--- config.mk ---
export PLATFORM = sky130hd
export DESIGN_NAME = axi_rd_burst_sched
export DESIGN_NICKNAME = d
export VERILOG_FILES = /design/src/rtl/axi_rd_pkg.sv /design/src/rtl/burst_len_fifo.sv /design/src/rtl/axi_rd_burst_sched.sv
export SDC_FILE = /design/constraint.sdc
export NUM_CORES = 1
export LEC_CHECK = 0
export ABC_AREA = 1
export BUFFER_PORTS_ARGS = -buffer_cell sky130_fd_sc_hd__buf_2
export CAP_MARGIN = 30
export CORE_MARGIN = 4
export CORE_UTILIZATION = 54
export CTS_BUF_LIST = sky130_fd_sc_hd__clkbuf_8
export DETAILED_ROUTE_END_ITERATION = 7
export PLACE_DENSITY = 0.84
export SYNTH_ARGS = -nofsm -noshare
export SYNTH_HDL_FRONTEND = slang
export SYNTH_HIERARCHICAL = 1
export SYNTH_SLANG_ARGS = --single-unit
export TNS_END_PERCENT = 50
--- constraint.sdc ---
create_clock -name M_AXI_ACLK -period 3.31 [get_ports M_AXI_ACLK]
set_input_delay 0.331 -clock M_AXI_ACLK [delete_from_list [all_inputs] [get_ports M_AXI_ACLK]]
set_output_delay 0.331 -clock M_AXI_ACLK [all_outputs]
set_load 0.01 [all_outputs]
--- src/rtl/axi_rd_pkg.sv ---
// rtl/axi_rd_pkg.sv - shared types and constants for the AXI read burst scheduler
package axi_rd_pkg;

    typedef enum logic [1:0] {
        OKAY   = 2'b00,
        EXOKAY = 2'b01,
        SLVERR = 2'b10,
        DECERR = 2'b11
    } rresp_t;

    typedef enum logic [1:0] {
        IDLE,
        ISSUE,
        DRAIN,
        FINISH
    } state_t;

    localparam logic [1:0] BURST_INCR = 2'b01;
    localparam int         AXI_4KB    = 4096;

    function automatic logic [12:0] min13(input logic [12:0] a, input logic [12:0] b);
        return (a < b) ? a : b;
    endfunction

endpackage

--- src/rtl/burst_len_fifo.sv ---
// rtl/burst_len_fifo.sv - small synchronous FIFO of issued burst lengths
module burst_len_fifo #(
    parameter int DEPTH = 4,
    parameter int WIDTH = 9
) (
    input  logic             clk_i,
    input  logic             rst_ni,
    input  logic             push_i,
    input  logic [WIDTH-1:0] data_i,
    input  logic             pop_i,
    output logic [WIDTH-1:0] data_o,
    output logic             full_o,
    output logic             empty_o
);
    localparam int PTR_W = (DEPTH > 1) ? $clog2(DEPTH) : 1;
    localparam int CNT_W = $clog2(DEPTH + 1);

    logic [WIDTH-1:0] mem_q [DEPTH];
    logic [PTR_W-1:0] wr_ptr_q;
    logic [PTR_W-1:0] rd_ptr_q;
    logic [CNT_W-1:0] count_q;
    logic             do_push;
    logic             do_pop;

    function automatic logic [PTR_W-1:0] ptr_inc(input logic [PTR_W-1:0] p);
        return (p == PTR_W'(DEPTH - 1)) ? '0 : p + PTR_W'(1);
    endfunction

    assign full_o  = (count_q == CNT_W'(DEPTH));
    assign empty_o = (count_q == '0);
    assign data_o  = mem_q[rd_ptr_q];
    assign do_pop  = pop_i && !empty_o;
    // A full FIFO still accepts a push when the head leaves in the same cycle.
    assign do_push = push_i && (!full_o || do_pop);

    always_ff @(posedge clk_i) begin
        if (do_push) begin
            mem_q[wr_ptr_q] <= data_i;
        end
    end

    always_ff @(posedge clk_i or negedge rst_ni) begin
        if (!rst_ni) begin
            wr_ptr_q <= '0;
            rd_ptr_q <= '0;
            count_q  <= '0;
        end else begin
            if (do_push) begin
                wr_ptr_q <= ptr_inc(wr_ptr_q);
            end
            if (do_pop) begin
                rd_ptr_q <= ptr_inc(rd_ptr_q);
            end
            case ({do_push, do_pop})
                2'b10:   count_q <= count_q + CNT_W'(1);
                2'b01:   count_q <= count_q - CNT_W'(1);
                default: count_q <= count_q;
            endcase
        end
    end

endmodule

--- src/rtl/axi_rd_burst_sched.sv ---
// rtl/axi_rd_burst_sched.sv - splits a read descriptor into 4 KB-safe AXI4 INCR bursts
module axi_rd_burst_sched
    import axi_rd_pkg::*;
#(
    parameter int C_M_AXI_BURST_LEN  = 256,
    parameter int C_M_AXI_ID_WIDTH   = 1,
    parameter int C_M_AXI_ADDR_WIDTH = 32,
    parameter int C_M_AXI_DATA_WIDTH = 16,
    parameter int CMD_BEATS_WIDTH    = 16,
    parameter int MAX_OUTSTANDING    = 4
) (
    input  logic                          M_AXI_ACLK,
    input  logic                          M_AXI_ARESETN,
    input  logic                          CMD_VALID,
    output logic                          CMD_READY,
    input  logic [C_M_AXI_ADDR_WIDTH-1:0] CMD_ADDR,
    input  logic [CMD_BEATS_WIDTH-1:0]    CMD_BEATS,
    output logic                          BUSY,
    output logic                          DONE,
    output logic                          ERROR,
    output logic [C_M_AXI_ID_WIDTH-1:0]   M_AXI_ARID,
    output logic [C_M_AXI_ADDR_WIDTH-1:0] M_AXI_ARADDR,
    output logic [7:0]                    M_AXI_ARLEN,
    output logic [2:0]                    M_AXI_ARSIZE,
    output logic [1:0]                    M_AXI_ARBURST,
    output logic                          M_AXI_ARLOCK,
    output logic [3:0]                    M_AXI_ARCACHE,
    output logic [2:0]                    M_AXI_ARPROT,
    output logic [3:0]                    M_AXI_ARQOS,
    output logic                          M_AXI_ARVALID,
    input  logic                          M_AXI_ARREADY,
    input  logic [C_M_AXI_ID_WIDTH-1:0]   M_AXI_RID,
    input  logic [C_M_AXI_DATA_WIDTH-1:0] M_AXI_RDATA,
    input  logic [1:0]                    M_AXI_RRESP,
    input  logic                          M_AXI_RLAST,
    input  logic                          M_AXI_RVALID,
    output logic                          M_AXI_RREADY,
    output logic [C_M_AXI_DATA_WIDTH-1:0] DOUT_DATA,
    output logic                          DOUT_VALID,
    input  logic                          DOUT_READY,
    output logic                          DOUT_LAST
);
    localparam int          BYTES     = C_M_AXI_DATA_WIDTH / 8;
    localparam int          SIZE_LOG2 = $clog2(BYTES);
    localparam int          OUT_W     = $clog2(MAX_OUTSTANDING + 1);
    localparam int          AW        = C_M_AXI_ADDR_WIDTH;
    localparam int          BW        = CMD_BEATS_WIDTH;
    localparam logic [12:0] BURST_MAX = 13'(C_M_AXI_BURST_LEN);

    state_t            state_q;
    logic [AW-1:0]     addr_q;
    logic [BW-1:0]     remaining_q;
    logic [BW-1:0]     rx_left_q;
    logic [OUT_W-1:0]  outstanding_q;
    logic [8:0]        beat_cnt_q;
    logic [8:0]        len_q;
    logic              arvalid_q;
    logic [AW-1:0]     araddr_q;
    logic [7:0]        arlen_q;
    logic              cmd_ready_q;
    logic              busy_q;
    logic              done_q;
    logic              error_q;

    logic [12:0] room_beats;
    logic [12:0] rem_cap;
    logic [12:0] len_calc;
    logic        ar_hs;
    logic        r_hs;
    logic        r_gate;
    logic        burst_end;
    logic        issue_go;
    logic        misaligned;
    logic        cmd_accept;
    logic [8:0]  fifo_head;
    logic        fifo_full;
    logic        fifo_empty;
    logic        rid_unused;

    assign rid_unused = ^M_AXI_RID;

    // Beats left before the next 4 KB page, kept in 13 bits so a full page (2048+) fits.
    assign room_beats = (13'(AXI_4KB) - {1'b0, addr_q[11:0]}) / 13'(BYTES);
    assign rem_cap    = (remaining_q > BW'(C_M_AXI_BURST_LEN)) ? BURST_MAX : 13'(remaining_q);
    assign len_calc   = min13(rem_cap, room_beats);

    assign misaligned = (CMD_ADDR & AW'(BYTES - 1)) != '0;
    assign cmd_accept = CMD_VALID && cmd_ready_q;
    assign ar_hs      = arvalid_q && M_AXI_ARREADY;
    assign r_gate     = (outstanding_q != '0);
    assign r_hs       = M_AXI_RVALID && M_AXI_RREADY;
    assign burst_end  = !fifo_empty && (beat_cnt_q == fifo_head - 9'd1);
    assign issue_go   = (state_q == ISSUE) && !arvalid_q && (remaining_q != '0)
                        && (outstanding_q < OUT_W'(MAX_OUTSTANDING)) && !fifo_full;

    assign CMD_READY     = cmd_ready_q;
    assign BUSY          = busy_q;
    assign DONE          = done_q;
    assign ERROR         = error_q;
    assign M_AXI_ARID    = '0;
    assign M_AXI_ARADDR  = araddr_q;
    assign M_AXI_ARLEN   = arlen_q;
    assign M_AXI_ARSIZE  = 3'(SIZE_LOG2);
    assign M_AXI_ARBURST = BURST_INCR;
    assign M_AXI_ARLOCK  = 1'b0;
    assign M_AXI_ARCACHE = 4'b0011;
    assign M_AXI_ARPROT  = 3'b000;
    assign M_AXI_ARQOS   = 4'b0000;
    assign M_AXI_ARVALID = arvalid_q;

    // Beats are only taken while a burst is known to be in flight.
    assign M_AXI_RREADY = DOUT_READY && r_gate;
    assign DOUT_VALID   = M_AXI_RVALID && r_gate;
    assign DOUT_DATA    = M_AXI_RDATA;
    assign DOUT_LAST    = r_gate && (rx_left_q == BW'(1));

    burst_len_fifo #(
        .DEPTH (MAX_OUTSTANDING),
        .WIDTH (9)
    ) u_len_fifo (
        .clk_i   (M_AXI_ACLK),
        .rst_ni  (M_AXI_ARESETN),
        .push_i  (ar_hs),
        .data_i  (len_q),
        .pop_i   (r_hs && burst_end),
        .data_o  (fifo_head),
        .full_o  (fifo_full),
        .empty_o (fifo_empty)
    );

    always_ff @(posedge M_AXI_ACLK or negedge M_AXI_ARESETN) begin
        if (!M_AXI_ARESETN) begin
            state_q       <= IDLE;
            addr_q        <= '0;
            remaining_q   <= '0;
            rx_left_q     <= '0;
            outstanding_q <= '0;
            beat_cnt_q    <= '0;
            len_q         <= '0;
            arvalid_q     <= 1'b0;
            araddr_q      <= '0;
            arlen_q       <= '0;
            cmd_ready_q   <= 1'b0;
            busy_q        <= 1'b0;
            done_q        <= 1'b0;
            error_q       <= 1'b0;
        end else begin
            done_q <= 1'b0;

            if (ar_hs) begin
                arvalid_q   <= 1'b0;
                addr_q      <= addr_q + AW'(len_q) * AW'(BYTES);
                remaining_q <= remaining_q - BW'(len_q);
            end

            // The burst ends on the beat count; RLAST is only checked against it.
            if (r_hs) begin
                rx_left_q  <= rx_left_q - BW'(1);
                beat_cnt_q <= burst_end ? 9'd0 : beat_cnt_q + 9'd1;
                if ((M_AXI_RLAST != burst_end) || (rresp_t'(M_AXI_RRESP) != OKAY)) begin
                    error_q <= 1'b1;
                end
            end

            case ({ar_hs, r_hs && burst_end})
                2'b10:   outstanding_q <= outstanding_q + OUT_W'(1);
                2'b01:   outstanding_q <= outstanding_q - OUT_W'(1);
                default: outstanding_q <= outstanding_q;
            endcase

            case (state_q)
                IDLE: begin
                    cmd_ready_q <= 1'b1;
                    if (cmd_accept) begin
                        cmd_ready_q <= 1'b0;
                        busy_q      <= 1'b1;
                        error_q     <= misaligned;
                        addr_q      <= CMD_ADDR;
                        remaining_q <= CMD_BEATS;
                        rx_left_q   <= CMD_BEATS;
                        beat_cnt_q  <= '0;
                        state_q     <= ((CMD_BEATS == '0) || misaligned) ? FINISH : ISSUE;
                    end
                end
                ISSUE: begin
                    if (issue_go) begin
                        araddr_q  <= addr_q;
                        arlen_q   <= 8'(len_calc - 13'd1);
                        len_q     <= 9'(len_calc);
                        arvalid_q <= 1'b1;
                    end else if (!arvalid_q && (remaining_q == '0)) begin
                        state_q <= DRAIN;
                    end
                end
                DRAIN: begin
                    if (outstanding_q == '0) begin
                        state_q <= FINISH;
                    end
                end
                FINISH: begin
                    done_q      <= 1'b1;
                    busy_q      <= 1'b0;
                    cmd_ready_q <= 1'b1;
                    state_q     <= IDLE;
                end
                default: state_q <= IDLE;
            endcase
        end
    end

endmodule
==> impl_metrics.csv, run 1 <==
group,metric,value,unit
clock_tree,clockRootBuffer,"clkbuf_8",
placement,io_buffers,104,
critical_path,cp-start-kind,"flip-flop",
die,die_w,148,um
detailed_routing,wire_per_inst,15.8,um
detailed_routing,vias,9170,
critical_path,crit_required,3.68,ns
die,dieArea,22000,um^2
placement,post_dp_cell_area,11400,um^2
synth,synth_top_area_cell,"dfrtp_1",
critical_path,max_stage_delay,0.50,ns
placement,routabilityCongestion,0.935,
global_route,grt_max_degree,87,
die,die_h,148,um
die,initial_utilization,0.547,
run_status,status,"finished, violations left",
clock_tree,htree_levels,4,
synth,yosys-top-cells-area,"dfrtp_1 (33%), edfxtp_1 (10%), nand2_1 (9.1%)",
synth,yosysMostFrequentCell,"nand2_1",
critical_path,path_common_cell,"inv_2",
power_and_ir_drop,peakVddDrop,0.399,mV
placement,dp_slack,-0.0778,ns
clock_tree,numCtsBuffers,17,
clock_tree,path_clk_slew,0.11,ns
flow_run,max_cap_violations,0,
synth,synth-edff-count,36,
finish,post-route-util,0.629,
finish,final_cells,1719,
critical_path,critPathMaxFanout,28,
timing,slew_viol_final,0,
critical_path,crit_type,"reg -> reg",
synth,synthTopCellsByCount,"nand2_1 (258), inv_1 (193), dfrtp_1 (139)",
detailed_routing,via_per_inst,5.33,
timing,fin_crit,3.34,ns
critical_path,slowest_stage,"dfrtp_2",
critical_path,crit_arrival,3.72,ns
detailed_routing,ant_nets,0,
global_route,grt_pass1_wl,42.9,mm
synth,yosys_warnings,6,
timing,min_period_over_period,1.01,
finish,final_layout_size_suffix_gt1_frac,0.214,
timing,hold_viol,0,
power_and_ir_drop,cellPowerDensity,840,nW/um^2
synth,synth_top_area_share,0.328,
clock_tree,insertion_delay,0.48,ns
synth,syn_area,10600,um^2
global_route,grtUsageTotal,0.241,
clock_tree,cts_tree,"done",
die,rows,51,
global_route,grt_overflow,0,
detailed_routing,drt-initial-drc-count,609,
finish,syn2layout_area_growth,15.0,%
timing,finalSetupViolations,2,
timing,timing.fmax,299,MHz
power_and_ir_drop,p_leak,6.03,nW
timing,setup_ws,-0.0330,ns
finish,seq_area,4560,um^2
finish,fin_area,12200,um^2
critical_path,worstSetupEndpointType,"flip-flop",
global_route,antenna_found_initial,0,
detailed_routing,route.detailed.drc,0,
timing,rsz0062_at_grt,"true",
finish,nFillCells,1587,
timing,relSlewSlack,0.454,
synth,yosysSeqAreaShare,0.429,
worst_hold_path,hold_path.class,"in -> reg",
die,ios,156,
clock_tree,cts_buffer_depth,2,
timing,tightest_slew,0.818,ns
placement,dpl.hpwl,19.6,mm
die,core,19400,um^2
synth,synth.distinct_cells,51,
clock_tree,cts_sinks,175,
timing,skew,0.0241,ns
run_status,failed_checks,"negative setup slack",
detailed_routing,routed_wl,27.1,mm
synth,synth_ff_type,"dfrtp_1",
global_route,grt_pass1_vias,8956,
placement,place_inst,1667,
synth,synthCells,1314,
finish,diodes,0,
synth,synthArstFlopShare,0.794,
finish,nets,1565,
detailed_routing,dr.pass1.iters,6,
finish,multi_input_area,5170,um^2
critical_path,path_cells,"buf_12, o211ai_1, nand2_1, inv_2, nand2_1, nor4_1, o21ai_0, nor2_2, nand4_1, inv_2, ha_1, inv_2, fa_2, a21oi_2, o21ai_1, xor2_1",
synth,synth-seq-cells,175,
synth,avgSynthCellArea,8.08,um^2
## layout by cell type (no fill, tap or decap), types with 5 or more instances in the layout
master and count:
inv_1 182, edfxtp_1 36, nand3_1 48, buf_6 7, ha_1 41, or2_2 11, clkbuf_8 17, nand4_1 21
inv_2 14, o21ai_1 15, buf_4 44, o211ai_1 12, nor4_1 16, a21oi_1 58, a31oi_1 13, dfrtp_1 135
nand2_4 8, nand2_2 19, a21oi_2 5, nor3_1 16, nand2_1 250, o21bai_1 8, xor2_1 47, xnor2_1 11
inv_6 6, nor2_1 104, nor2_4 11, nor2_2 14, conb_1 21, buf_2 104, o21ai_0 90, nand3_2 9
## flip-flops by register name, indices dropped and copies added (netlist names), 2 cells and up
signal,count
u_len_fifo/mem_q,36
M_AXI_ARADDR,32
addr_q,32
remaining_q,16
rx_left_q,16
beat_cnt_q,9
len_q,9
M_AXI_ARLEN,8
outstanding_q,3
u_len_fifo/count_q,3
state_q,2
u_len_fifo/rd_ptr_q,2
u_len_fifo/wr_ptr_q,2
## path summary, 6_finish.rpt
check,from,endpoint,slack [ns],cells past startpoint
min reg2reg,M_AXI_ARADDR[27],M_AXI_ARADDR[27],0.49,2
min in group asynchronous,M_AXI_ARESETN,beat_cnt_q[5],0.45,2
min,CMD_ADDR[13],addr_q[13],0.07,3
max,u_len_fifo/rd_ptr_q[0],outstanding_q[2],-0.03,16
max reg2reg,u_len_fifo/rd_ptr_q[0],outstanding_q[2],-0.03,16
max in group asynchronous,M_AXI_ARESETN,rx_left_q[8],2.11,3
## metal layers
layer | vias up | GRT usage | share of wire
met5 | - | 0 | 0
met1 | 4307 | 0.293 | 0.40
li1 | 4452 | - | -
met3 | 86 | 0.0387 | 0.056
met2 | 325 | 0.425 | 0.50
met4 | 0 | 0.107 | 0.039
## power by group
part / internal, mW / switching [mW] / total, mW
logic: 1.86 / 3.03 / 4.89
registers: 3.04 / 0.799 / 3.84
clock network: 0.633 / 0.899 / 1.53
## worst max-delay path, delay by kind of cell (launching register included)
kind / cells / cell delay, ns
flops: 1 / 0.50
fa+ha+maj: 2 / 0.53
buf+inv: 4 / 0.50
simple gates: 5 / 0.92
xor+xnor: 1 / 0.16
compound gates: 4 / 0.62
## stage by stage
step                power [mW]  setup TNS [ns]  hold WS, ns
finish                    10.3         -0.0637       0.0654
global route              11.1           -5.47       0.0481
CTS                       9.99         -0.0365       0.0318
detailed placement        8.43          -0.296        0.432
global placement          8.18               0        0.429
floorplan                 7.05               0       0.0354
## cell families after synthesis
group,synth area share
AND/OR/NAND/NOR,0.231
buffers and inverters,0.114
AO/OA/AOI/OAI,0.113
flip-flops,0.429
XOR/XNOR,0.0487
adder cells (fa/ha/maj),0.0617
other,0.000707
multiplexers,0.00200
## cell type report
class	count	share of cell area
multi-input combinational	890	0.423
sequential	175	0.374
timing repair buffer	159	0.0819
inverter	198	0.0614
tap	265	0.0272
clock buffer	17	0.0192
clock inverter	15	0.0131
## what timing repair did
| action | CTS | global route |
|---|---|---|
| hold buffers | 1 | 0 |
| resized for setup | 7 | 80 |
| endpoints found under the setup margin | 8 | 53 |
| setup buffers | 4 | 13 |
| pin swaps | 2 | 28 |
| hold endpoints to repair | 84 | 0 |
| cloned | 0 | 2 |
Note: power is estimated with default switching activity, not from simulation.
==> inputs of run 2 (changes only) <==
--- a/config.mk
+++ b/config.mk
@@ -8,13 +8,14 @@
 export ABC_AREA = 1
 export BUFFER_PORTS_ARGS = -buffer_cell sky130_fd_sc_hd__buf_2
 export CAP_MARGIN = 30
+export CELL_PAD_IN_SITES_DETAIL_PLACEMENT = 0
+export CELL_PAD_IN_SITES_GLOBAL_PLACEMENT = 2
 export CORE_MARGIN = 4
-export CORE_UTILIZATION = 54
+export CORE_UTILIZATION = 31
 export CTS_BUF_LIST = sky130_fd_sc_hd__clkbuf_8
 export DETAILED_ROUTE_END_ITERATION = 7
-export PLACE_DENSITY = 0.84
+export PLACE_DENSITY = 0.83
 export SYNTH_ARGS = -nofsm -noshare
 export SYNTH_HDL_FRONTEND = slang
-export SYNTH_HIERARCHICAL = 1
 export SYNTH_SLANG_ARGS = --single-unit
 export TNS_END_PERCENT = 50
==> run 2 against run 1 <==
The run now ends clean. Sequential power decreased by 20%. Area after synthesis decreased by 1.5%. Worst setup slack improved by 0.088 ns. Clock power increased by 7%. Final cell count increased by 13%. Flip-flop and latch count unchanged. Core utilization decreased by 25 points. Via count decreased by 2.6%. Design area increased by 4.0%. Routed wire length increased by 9.1%.
==> impl_metrics.csv, run 2 <==
group,metric,value,unit
critical_path,r2r-end,"M_AXI_ARLEN[0]",
synth,synth_compound_area_frac,0.0970,
die,core,33400,um^2
die,die_h,192,um
critical_path,crit_arrival,3.60,ns
detailed_routing,drt-initial-drc-count,360,
timing,fin_crit,3.25,ns
global_route,grt_pass1_wl,46.9,mm
power_and_ir_drop,cellPowerDensity,642,nW/um^2
detailed_routing,via_per_inst,4.59,
global_route,met1_usage,0.214,
critical_path,r2r_start,"addr_q[1]",
synth,synth_xor_area_frac,0.0452,
global_route,grt_pass1_vias,8919,
synth,yosysMostFrequentCell,"nand2_1",
finish,nets,1605,
global_route,grt_use_met2,0.277,
synth,synth-edff-count,36,
timing,holdWs,0.0624,ns
power_and_ir_drop,peakVddDrop,0.301,mV
synth,synth_fa_ha_area_frac,0.0615,
timing,hold_viol,0,
critical_path,path_cells,"buf_6, nor3_4, nand3_2, nor3_4, nand3_2, xor2_2, ha_1, a21oi_2, o21ai_2, a221oi_2, buf_4, nand2_4, nand2_4, nand2_4, buf_4, buf_4, mux2_2",
timing,finalSetupViolations,0,
synth,synth-simple-area-share,0.253,
finish,nFillCells,3529,
finish,syn2layout_area_growth,21.3,%
critical_path,crit_required,3.66,ns
synth,synthMuxAreaShare,0.00311,
timing,min_period_over_period,0.983,
synth,synthArstFlopShare,0.794,
global_route,grtUsageMet3,0.0313,
detailed_routing,vias,8928,
clock_tree,cts_tree,"done",
synth,yosysSeqAreaShare,0.436,
worst_hold_path,hold_path.class,"in -> reg",
timing,timing.fmax,307,MHz
critical_path,max_stage_delay,0.42,ns
timing,tightest_slew,0.814,ns
detailed_routing,ant_nets,0,
synth,yosys_warnings,0,
critical_path,critPathCapture,"M_AXI_ARLEN[0]",
die,die_w,192,um
finish,final_layout_size_suffix_gt1_frac,0.227,
critical_path,rrSetupSlack,0.06,ns
timing,slew_viol_final,0,
clock_tree,path_clk_slew,0.10,ns
run_status,status,"completed",
synth,synth_top_family_by_area,"simple AND/OR/NAND/NOR gates",
placement,io_buffers,104,
finish,largest_register_ffs,36,
synth,synth.distinct_cells,52,
critical_path,cp-start-kind,"flip-flop",
synth,synth-seq-cells,175,
global_route,grt_busiest_layer,"met2",
finish,post-route-util,0.379,
critical_path,slowest_stage,"dfrtp_1",
finish,final_cell_mix,"nand2_1 (305), inv_1 (169), dfrtp_1 (138)",
placement,place_inst,1901,
placement,dpl.hpwl,22.4,mm
critical_path,reg2reg_depth,17,
detailed_routing,wire_per_inst,15.2,um
critical_path,path_depth,17,
critical_path,crit_type,"reg -> reg",
clock_tree,insertion_delay,0.47,ns
critical_path,startpoint,"addr_q[1]",
timing,relSlewSlack,0.457,
die,ios,156,
synth,synthTopCellsByCount,"nand2_1 (328), inv_1 (169), dfrtp_1 (139)",
clock_tree,cts_buffer_depth,2,
placement,routabilityCongestion,0.842,
clock_tree,cts_sinks,175,
critical_path,critPathBufInv,4,
finish,final_common_cell,"nand2_1",
critical_path,critPathMaxFanout,5,
timing,rsz0062_at_grt,"true",
detailed_routing,dr.pass1.iters,5,
synth,yosys-top-cells-area,"dfrtp_1 (33%), nand2_1 (12%), edfxtp_1 (10%)",
global_route,grtUsageTotal,0.162,
synth,synth_top_area_cell,"dfrtp_1",
die,initial_utilization,0.313,
die,dieArea,36700,um^2
clock_tree,clockRootBuffer,"clkbuf_8",
finish,top_register,"u_len_fifo.mem_q",
global_route,grt_overflow,0,
timing,skew,0.0175,ns
synth,avgSynthCellArea,7.90,um^2
synth,syn_area,10500,um^2
synth,synthCells,1325,
power_and_ir_drop,p_total,8.14,mW
detailed_routing,routed_wl,29.6,mm
global_route,antenna_found_initial,4,
clock_tree,htree_levels,4,
power_and_ir_drop,p_leak,6.19,nW
die,rows,67,
synth,synth_ff_type,"dfrtp_1",
detailed_routing,route.detailed.drc,0,
clock_tree,numCtsBuffers,17,
critical_path,critPathTopFamily,"simple AND/OR/NAND/NOR gates",
finish,final_cells,1944,
critical_path,worstSetupEndpointType,"flip-flop",
global_route,grt_max_degree,80,
flow_run,max_cap_violations,0,
synth,synth_top_area_share,0.332,
[run 2: report_power, final]
| part | leakage (nW) | internal, mW | switching (mW) | total (mW) |
|---|---|---|---|---|
| logic | 4.03 | 1.42 | 2.00 | 3.42 |
| registers | 1.94 | 2.65 | 0.430 | 3.08 |
| clock network | 0.216 | 0.761 | 0.881 | 1.64 |
[run 2: worst min-delay path by stage]
stage | start | to | slack (ns) | cells past startpoint
floorplan | M_AXI_ARESETN | BUSY | 0.04 | 0
global placement | M_AXI_ARESETN | M_AXI_ARADDR[27] | 0.45 | 1
detailed placement | M_AXI_ARESETN | M_AXI_ARADDR[28] | 0.44 | 1
CTS | CMD_ADDR[8] | addr_q[8] | 0.03 | 3
global route | CMD_ADDR[15] | addr_q[15] | 0.05 | 3
finish | CMD_ADDR[19] | addr_q[19] | 0.06 | 3
[run 2: worst reg2reg max path: stages (launching register included)]
cell      delay (ns)
dfrtp_1         0.42
buf_6           0.13
nor3_4          0.14
nand3_2         0.15
nor3_4          0.25
nand3_2         0.13
xor2_2          0.20
ha_1            0.34
a21oi_2         0.14
o21ai_2         0.07
a221oi_2        0.22
buf_4           0.19
nand2_4         0.09
nand2_4         0.08
nand2_4         0.06
buf_4           0.13
buf_4           0.13
mux2_2          0.25
[run 2: cell type report]
type                    count  area (um^2)  share of cell area
diodes                      1         2.50            0.000197
multi-input cells         921         5280               0.416
repair buffers            189         1200              0.0942
clock inverters            15          184              0.0145
clock buffers              17          234              0.0184
inverters                 178          672              0.0529
well taps                 448          561              0.0442
flip-flops and latches    175         4560               0.359
[run 2: cell families after synthesis]
kind of cell	Yosys count
AO/OA/AOI/OAI	182
XOR/XNOR	54
adder cells (fa/ha/maj)	49
buffers and inverters	248
flip-flops	175
multiplexers	3
other	2
AND/OR/NAND/NOR	612
[run 2: repair_timing]
item	CTS	global route
pin swaps	3	40
gates resized for setup	15	89
cloned	0	1
endpoints found under the hold margin	76	0
hold buffers	1	0
setup buffers	2	6
endpoints found under the setup margin	10	18
[run 2: metrics by stage]
step                TNS (ns)  setup WS, ns  area [um^2]
detailed placement    -0.665        -0.171        11800
global route           -1.30        -0.165        12700
global placement      -0.259       -0.0980        11800
finish                     0        0.0555        12700
CTS                 -0.00144      -0.00144        12300
floorplan                  0        0.0362        10500
[run 2: routing by layer]
layer | wire length, um | share of wire | vias up
met3 | 996 | 0.034 | 21
li1 | - | - | 4523
met5 | 28 | 0.00095 | -
met4 | 285 | 0.0096 | 6
met2 | 14400 | 0.49 | 134
met1 | 13900 | 0.47 | 4244
